==> src/rtl/msg_framer_mc.sv <==
// msg_framer_mc: NUM_CH independent IDLE/HEAD/DATA/TAIL framers sharing one interleaved beat bus.
// Optional per-channel idle-timeout abort is compiled in with `define FRAMER_TIMEOUT_EN.
module msg_framer_mc #(
   parameter int unsigned NUM_CH  = 4,
   parameter int unsigned LEN_W   = 8,
   parameter int unsigned MAX_LEN = 255,
   parameter int unsigned TIMEOUT = 16,
   localparam int unsigned CH_W   = $clog2(NUM_CH)
) (
   input  logic              clock,
   input  logic              reset_n,
   input  logic              in_valid,
   input  logic              in_head,
   input  logic              in_tail,
   input  logic [CH_W-1:0]   in_ch,
   output logic [NUM_CH-1:0] msg_ip,
   output logic              done_valid,
   output logic [CH_W-1:0]   done_ch,
   output logic [LEN_W-1:0]  done_len,
   output logic              err_valid,
   output logic [CH_W-1:0]   err_ch,
   output logic [1:0]        err_code,
   output logic [NUM_CH-1:0] timeout_err
);

   typedef enum logic [1:0] {IDLE = 2'b00, HEAD = 2'b01, DATA = 2'b10, TAIL = 2'b11} state_e;

   localparam logic [1:0] ERR_ORPHAN   = 2'b01;
   localparam logic [1:0] ERR_HEAD_IN  = 2'b10;
   localparam logic [1:0] ERR_OVERFLOW = 2'b11;

   state_e            state_q [NUM_CH];
   state_e            state_d [NUM_CH];
   logic [LEN_W-1:0]  len_q   [NUM_CH];
   logic [LEN_W-1:0]  len_d   [NUM_CH];
   logic [NUM_CH-1:0] beat;
   logic [NUM_CH-1:0] active;

   logic              done_valid_q, done_valid_d;
   logic [CH_W-1:0]   done_ch_q,    done_ch_d;
   logic [LEN_W-1:0]  done_len_q,   done_len_d;
   logic              err_valid_q,  err_valid_d;
   logic [CH_W-1:0]   err_ch_q,     err_ch_d;
   logic [1:0]        err_code_q,   err_code_d;

`ifdef FRAMER_TIMEOUT_EN
   localparam int unsigned IDLE_W = $clog2(TIMEOUT + 1);
   logic [IDLE_W-1:0] idle_q [NUM_CH];
   logic [IDLE_W-1:0] idle_d [NUM_CH];
   logic [NUM_CH-1:0] timeout_q, timeout_d;
`endif

   always_comb begin
      beat   = '0;
      active = '0;
      msg_ip = '0;
      for (int unsigned c = 0; c < NUM_CH; c++) begin
         beat[c]   = in_valid && (in_ch == CH_W'(c));
         active[c] = (state_q[c] == HEAD) || (state_q[c] == DATA);
         msg_ip[c] = (state_q[c] != IDLE);
      end
   end

   // A head beat restarts the channel identically from any state; only the
   // error report differs, so head handling is shared ahead of the state split.
   always_comb begin
      state_d      = state_q;
      len_d        = len_q;
      done_valid_d = 1'b0;
      done_ch_d    = done_ch_q;
      done_len_d   = done_len_q;
      err_valid_d  = 1'b0;
      err_ch_d     = err_ch_q;
      err_code_d   = err_code_q;
`ifdef FRAMER_TIMEOUT_EN
      timeout_d    = '0;
`endif
      for (int unsigned c = 0; c < NUM_CH; c++) begin
         if (beat[c]) begin
            if (in_head) begin
               if (active[c]) begin
                  err_valid_d = 1'b1;
                  err_ch_d    = CH_W'(c);
                  err_code_d  = ERR_HEAD_IN;
               end
               len_d[c]   = LEN_W'(1);
               state_d[c] = in_tail ? TAIL : HEAD;
               if (in_tail) begin
                  done_valid_d = 1'b1;
                  done_ch_d    = CH_W'(c);
                  done_len_d   = LEN_W'(1);
               end
            end else if (!active[c]) begin
               state_d[c]  = IDLE;
               err_valid_d = 1'b1;
               err_ch_d    = CH_W'(c);
               err_code_d  = ERR_ORPHAN;
            end else if (len_q[c] == LEN_W'(MAX_LEN)) begin
               state_d[c]  = IDLE;
               len_d[c]    = '0;
               err_valid_d = 1'b1;
               err_ch_d    = CH_W'(c);
               err_code_d  = ERR_OVERFLOW;
            end else begin
               len_d[c]   = len_q[c] + LEN_W'(1);
               state_d[c] = in_tail ? TAIL : DATA;
               if (in_tail) begin
                  done_valid_d = 1'b1;
                  done_ch_d    = CH_W'(c);
                  done_len_d   = len_q[c] + LEN_W'(1);
               end
            end
         end else begin
            case (state_q[c])
               HEAD:    state_d[c] = DATA;
               TAIL:    state_d[c] = IDLE;
               default: state_d[c] = state_q[c];
            endcase
         end
`ifdef FRAMER_TIMEOUT_EN
         idle_d[c] = '0;
         if (active[c] && !beat[c]) begin
            if (idle_q[c] == IDLE_W'(TIMEOUT - 1)) begin
               state_d[c]   = IDLE;
               len_d[c]     = '0;
               timeout_d[c] = 1'b1;
            end else begin
               idle_d[c] = idle_q[c] + IDLE_W'(1);
            end
         end
`endif
      end
   end

   always_ff @(posedge clock) begin
      if (!reset_n) begin
         for (int unsigned c = 0; c < NUM_CH; c++) begin
            state_q[c] <= IDLE;
            len_q[c]   <= '0;
         end
         done_valid_q <= 1'b0;
         done_ch_q    <= '0;
         done_len_q   <= '0;
         err_valid_q  <= 1'b0;
         err_ch_q     <= '0;
         err_code_q   <= '0;
      end else begin
         state_q      <= state_d;
         len_q        <= len_d;
         done_valid_q <= done_valid_d;
         done_ch_q    <= done_ch_d;
         done_len_q   <= done_len_d;
         err_valid_q  <= err_valid_d;
         err_ch_q     <= err_ch_d;
         err_code_q   <= err_code_d;
      end
   end

`ifdef FRAMER_TIMEOUT_EN
   always_ff @(posedge clock) begin
      if (!reset_n) begin
         for (int unsigned c = 0; c < NUM_CH; c++) begin
            idle_q[c] <= '0;
         end
         timeout_q <= '0;
      end else begin
         idle_q    <= idle_d;
         timeout_q <= timeout_d;
      end
   end

   assign timeout_err = timeout_q;
`else
   // TIMEOUT only matters when the abort logic is built in.
   logic timeout_unused;
   assign timeout_unused = (TIMEOUT != 0);
   assign timeout_err    = '0;
`endif

   assign done_valid = done_valid_q;
   assign done_ch    = done_ch_q;
   assign done_len   = done_len_q;
   assign err_valid  = err_valid_q;
   assign err_ch     = err_ch_q;
   assign err_code   = err_code_q;

endmodule

==> config.mk <==
export PLATFORM = sky130hd
export DESIGN_NAME = msg_framer_mc
export DESIGN_NICKNAME = d
export VERILOG_FILES = /design/src/rtl/msg_framer_mc.sv
export SDC_FILE = /design/constraint.sdc
export NUM_CORES = 1
export LEC_CHECK = 0
export BUFFER_PORTS_ARGS = -buffer_cell sky130_fd_sc_hd__buf_2
export CAP_MARGIN = 20
export CORE_MARGIN = 2
export CORE_UTILIZATION = 30
export CTS_CLUSTER_SIZE = 20
export DETAILED_ROUTE_END_ITERATION = 12
export PLACE_DENSITY_LB_ADDON = 0.1
export SYNTH_ARGS = -nofsm -noshare
export SYNTH_HDL_FRONTEND = slang
export SYNTH_SLANG_ARGS = --single-unit
==> constraint.sdc <==
create_clock -name clock -period 2.6 [get_ports clock]
set_input_delay 0.52 -clock clock [delete_from_list [all_inputs] [get_ports clock]]
set_output_delay 0.52 -clock clock [all_outputs]
set_load 0.05 [all_outputs]
# --- Word-level counts from Yosys, hierarchy flattened ---
# Cells that the tools add are included.
word_totals:
  register_bits: 56
  input_bits: 7
  elab_cells: 220
classes:
  add_sub_neg: 4
  n_eq_ne: 19
  mux: 158
  n_reduce_logical: 25
op_table:
  columns: ["op", "n"]
  rows:
  - ["two-way mux 8 bit", 36]
  - ["two-way mux 2 bit", 77]
  - ["two-way mux 1 bit", 41]
  - ["adder 8 x 1 -> 8 bit, second input constant", 4]
  - ["== test 8 bit, second input constant", 4]
  - ["== test 2 bit, second input constant", 10]
  - ["one-hot mux 2 bit (2 select lines)", 4]
  - ["nonzero test 2 bit", 8]
  - ["nonzero test 3 bit", 4]
  - ["== test 2 x 1 -> 1 bit, second input constant", 5]
  - ["AND reduction 2 bit", 4]
  - ["logical AND 1 bit", 4]
  - ["logical OR 1 bit", 4]
  - ["logical NOT 2 bit", 1]

# --- Longest topological paths before layout ---
depth:
  word_depth: 21
  ltp_mapped: 8
  ltp_nobuf: 8

# --- Least setup slack after synthesis ---
# Ideal clock, no wire load.
synth_path:
  kind: "flip-flop to flip-flop"
  startpoint: "register state_q[4] in the netlist's numbering"
  endpoint: "register done_len_q[1] (netlist: done_len[1])"
  setup_time_ns: 0.086
  arrival_ns: 1.866
  slack_ns: 0.648
  path_stages_with_launch: 9
  n_path_buf: 1
  synth_period_minus_slack_ns: 1.952
  path_cell_list: "dfxtp_1 > inv_1 > ha_1 > clkbuf_1 > nand3_1 > nor2_1 > a221oi_2 > or3_1 > a221oi_2"
synth_via:
  elab_chain_cells: 15
  word_cells_on_any_way: 18
  cone_classes: "2 x eq/ne; 15 x mux; 1 x reduce/logical"
synth_lines:
  columns: ["item", "line_no", "source"]
  rows:
  - ["from (decl)", "32", "state_e state_q [NUM_CH];"]
  - ["from (signal assigned)", "148", "state_q <= state_d;"]
  - ["== test 2 x 1 -> 1 bit / == test 2 bit (equally long branches)", "59", "active[c] = (state_q[c] == HEAD) || (state_q[c] == DATA);"]
  - ["logical OR 1 bit *", "59", null]
  - ["two-way mux 8 bit *", "93", "end else if (!active[c]) begin"]
  - ["two-way mux 8 bit *", "80", "if (in_head) begin"]
  - ["two-way mux 8 bit *", "79", "if (beat[c]) begin"]
  - ["two-way mux 8 bit", "107", "if (in_tail) begin"]
  - ["two-way mux 8 bit", "98", "end else if (len_q[c] == LEN_W'(MAX_LEN)) begin"]
  - ["two-way mux 8 bit", "93", null]
  - ["two-way mux 8 bit", "80", null]
  - ["two-way mux 8 bit *", "79", null]
  - ["two-way mux 8 bit", "107", null]
  - ["two-way mux 8 bit", "98", null]
  - ["two-way mux 8 bit", "93", null]
  - ["two-way mux 8 bit", "80", null]
  - ["two-way mux 8 bit *", "79", null]
  - ["to (signal assigned)", "152", "done_len_q <= done_len_d;"]
  - ["to (decl)", "41", "logic [LEN_W-1:0] done_len_q, done_len_d;"]
# Mark *: on every way between the ends. The rest lies on a longest branch, timed or not.
# A chain may end at the register's enable or synchronous reset.

# --- Final worst setup path ---
layout_path:
  startpoint: "register state_q[4] in the netlist's numbering"
  endpoint: "register done_len_q[2] (netlist: done_len[2])"
# Same word-level chain as after synthesis.

==> run summary <==
Reg2reg setup slack = 0.23 ns
Largest net degree at the start of global routing = 21
Hold path depth = 2
Clk_lat worst skew = 0.31 ns
Top_reg_cell synth = dfxtp_1
Total congestion overflow = 0
Die area = 0.0135 mm^2
Setup crit start = state_q[4]
Cell Chain, Critical Path = inv_1, ha_2, nand3_1, or2_2, o221ai_1, o21ai_0, o41ai_1
CTS H-tree depth = 2
Max Cap Viol = 0
Highest Clock Rate = 422 MHz
Startpoint Class = flip-flop
Crit-path slowest cell = ha_2
FF+latch count, synth = 56
P&R area growth vs syn = 12.2%
Final Wtd Congestion = 0.870
Final ANT Viol Nets = 0
Syn Area/Cell = 7.51 um^2
Status = finished, final reports clean
Max Slew Vio Count = 0
Synthesized cell area = 0.00378 mm^2
TritonCTS Buffers = 5
Clock-pin slew on the worst setup and hold paths = 0.07 ns
Req. time, crit path = 2.75 ns
Period utilisation layout = 91.1%
DRC viols = 0
WP data arrival = 2.52 ns
Part of the Yosys area used for sequential elements = 29.7%
Setup total negative slack = 0 ns
Worst Hold Class = reg2reg
Top-area cell type share of the netlist area = 29.7%
Final hold violation count = 0
Share of layout cells above drive strength 1 = 12.8%
Worst r2r src = state_q[4]
Commonest cells in the netlist = dfxtp_1 (56), nor2_1 (56), o21ai_0 (46), a21oi_1 (45), nand2_1 (34)
Yosys top cell by area = dfxtp_1
CTS Buffer Depth = 2
Top Ports = 31
Post-synth ARST share = 0%
Max-slew headroom = 42.3%
Post-CTS Setup Inserts = 0
Vias in the first global route = 3378
Synth cell types = 66
Clk sinks = 56
CTS tree = yes
EDFF count, synth = 0
Layout Skew = 0.00682 ns
Final core utilization = 34.8%
Fin cells = 690
Die width = 116 um
Crit Path Max Fanout = 10
Routed wire per std cell = 17.6 um
DR pass1 iterations = 4
Buffers on Ports = 26
Worst setup path class = reg2reg
Syn. warnings = 0
CP peak stage delay = 0.46 ns
Total Nets Final = 545
Setup WS pre-CTS = 0.0640 ns
Total GRT Usage = 18.7%
Antenna cell count = 0
DRT iter0 DRCs = 270
Core Box Area = 0.0122 mm^2
Vias per cell = 5.45
First-pass GRT wire length = 19000 um
Die Ht = 116 um
Hpwl dp = 9080 um
RSZ-0062 raised after global routing = false
Top cells by area, synth = dfxtp_1 (30%), o21ai_0 (6.1%), a21oi_1 (6.0%)
DP Cell Count = 683
Routed Wire Length = 12100 um
Terminus of the critical flop-to-flop path = done_len[2]
Setup crit end = done_len[2]
Critical path capture point type = flip-flop
Min Clock Period, post-route = 2.37 ns
# rows = 40
Fin worst setup slack = 0.232 ns
Vias = 3763
Final setup viols = 0
Fillcell total = 1310
Initial antenna violation count = 0
Mapped Cells = 503
Leakage Power = 0.00161 uW
Initial Utilization = 31.1%
CTS root buffer = clkbuf_16
Worst-Margin Slew = 0.856 ns
Number of cells on the worst reg-to-reg path = 7
VDD IR-drop max = 0.000210 V
PD cells = 458 mW/mm^2
-- through the flow --
step	power [uW]	hold WS [ns]	area, um^2
2_1_floorplan	1170	0.464	3790
3_3_place_gp	1270	0.444	4100
3_5_place_dp	1270	0.450	4100
4_1_cts	1970	0.461	4240
5_1_grt	2040	0.527	4240
6_report	1940	0.457	4240
-- layer usage --
metal | GRT usage, % | routed length, um | vias to the layer above | part of all wire [%]
met5 | 0 | 0 | - | 0
met4 | 4.37 | 115 | 0 | 0.95
met3 | 4.46 | 636 | 8 | 5.2
met2 | 28.6 | 5340 | 98 | 44
met1 | 26.7 | 6040 | 1795 | 50
li1 | - | - | 1862 | -
-- worst max-delay path, delay by kind of cell (launching register included) --
| family | cells | cell delay, ns |
|---|---|---|
| and+or+nand+nor | 2 | 0.51 |
| buffers and inverters | 1 | 0.06 |
| adders and majority gates | 1 | 0.46 |
| DFF | 1 | 0.38 |
| AOI/OAI and AO/OA | 3 | 0.80 |
-- where the power goes --
part / switching [uW] / leakage [uW] / total (uW) / internal, uW
Combinational: 256 / 0.00109 / 355 / 98.8
Sequential: 18.4 / 0.000454 / 897 / 879
Clock: 335 / 0.0000667 / 688 / 353
Total: 610 / 0.00161 / 1940 / 1330
-- cell families (layout without fill, tap and decap cells) --
family	after synthesis	after routing	share of synthesized area, %
buffers and inverters	51	67	5.90
multiplexers	3	3	0.795
other	1	4	0.0993
adder cells (fa/ha/maj)	16	16	5.30
AO/OA/AOI/OAI	157	157	26.1
XOR/XNOR	25	25	5.80
flip-flops	56	56	29.7
AND/OR/NAND/NOR	194	194	26.3
-- layout make-up --
class | count | area, um^2 | share of cell area, %
multi-input cells | 399 | 2450 | 57.8
flip-flops and latches | 56 | 1120 | 26.5
repair buffers | 44 | 265 | 6.26
well taps | 168 | 210 | 4.96
clock buffers | 6 | 129 | 3.04
inverters | 16 | 60.1 | 1.42
clock inverters | 1 | 5.00 | 0.118
-- registers in the layout, indices dropped and copies added, names as in the netlist --
signal	cells
done_ch	2
done_len	8
done_valid	1
err_ch	2
err_code	2
err_valid	1
len_q	32
state_q	8
-- how the worst min path moves through the flow --
stage	from	to
4_1_cts	err_ch[1]	err_ch[1]
5_1_grt	err_ch[1]	err_ch[1]
3_5_place_dp	err_ch[1]	err_ch[1]
3_3_place_gp	err_ch[1]	err_ch[1]
6_report	err_ch[1]	err_ch[1]
2_1_floorplan	len_q[23]	len_q[23]
-- cells in the final DEF, fill, tap and decap left out, types with 15 or more instances in the layout --
master,count
a21oi_1,45
buf_2,26
buf_4,18
dfxtp_1,56
ha_1,15
inv_1,15
nand2_1,34
nand3_1,24
nor2_1,56
nor3_1,16
o21ai_0,46
-- timing repair --
item,4_1_cts,5_1_grt
setup endpoints to repair,0,1
gates resized for setup,0,1
endpoints found under the hold margin,0,0
hold buffers,0,0
Power figures use the tool's default switching activity.
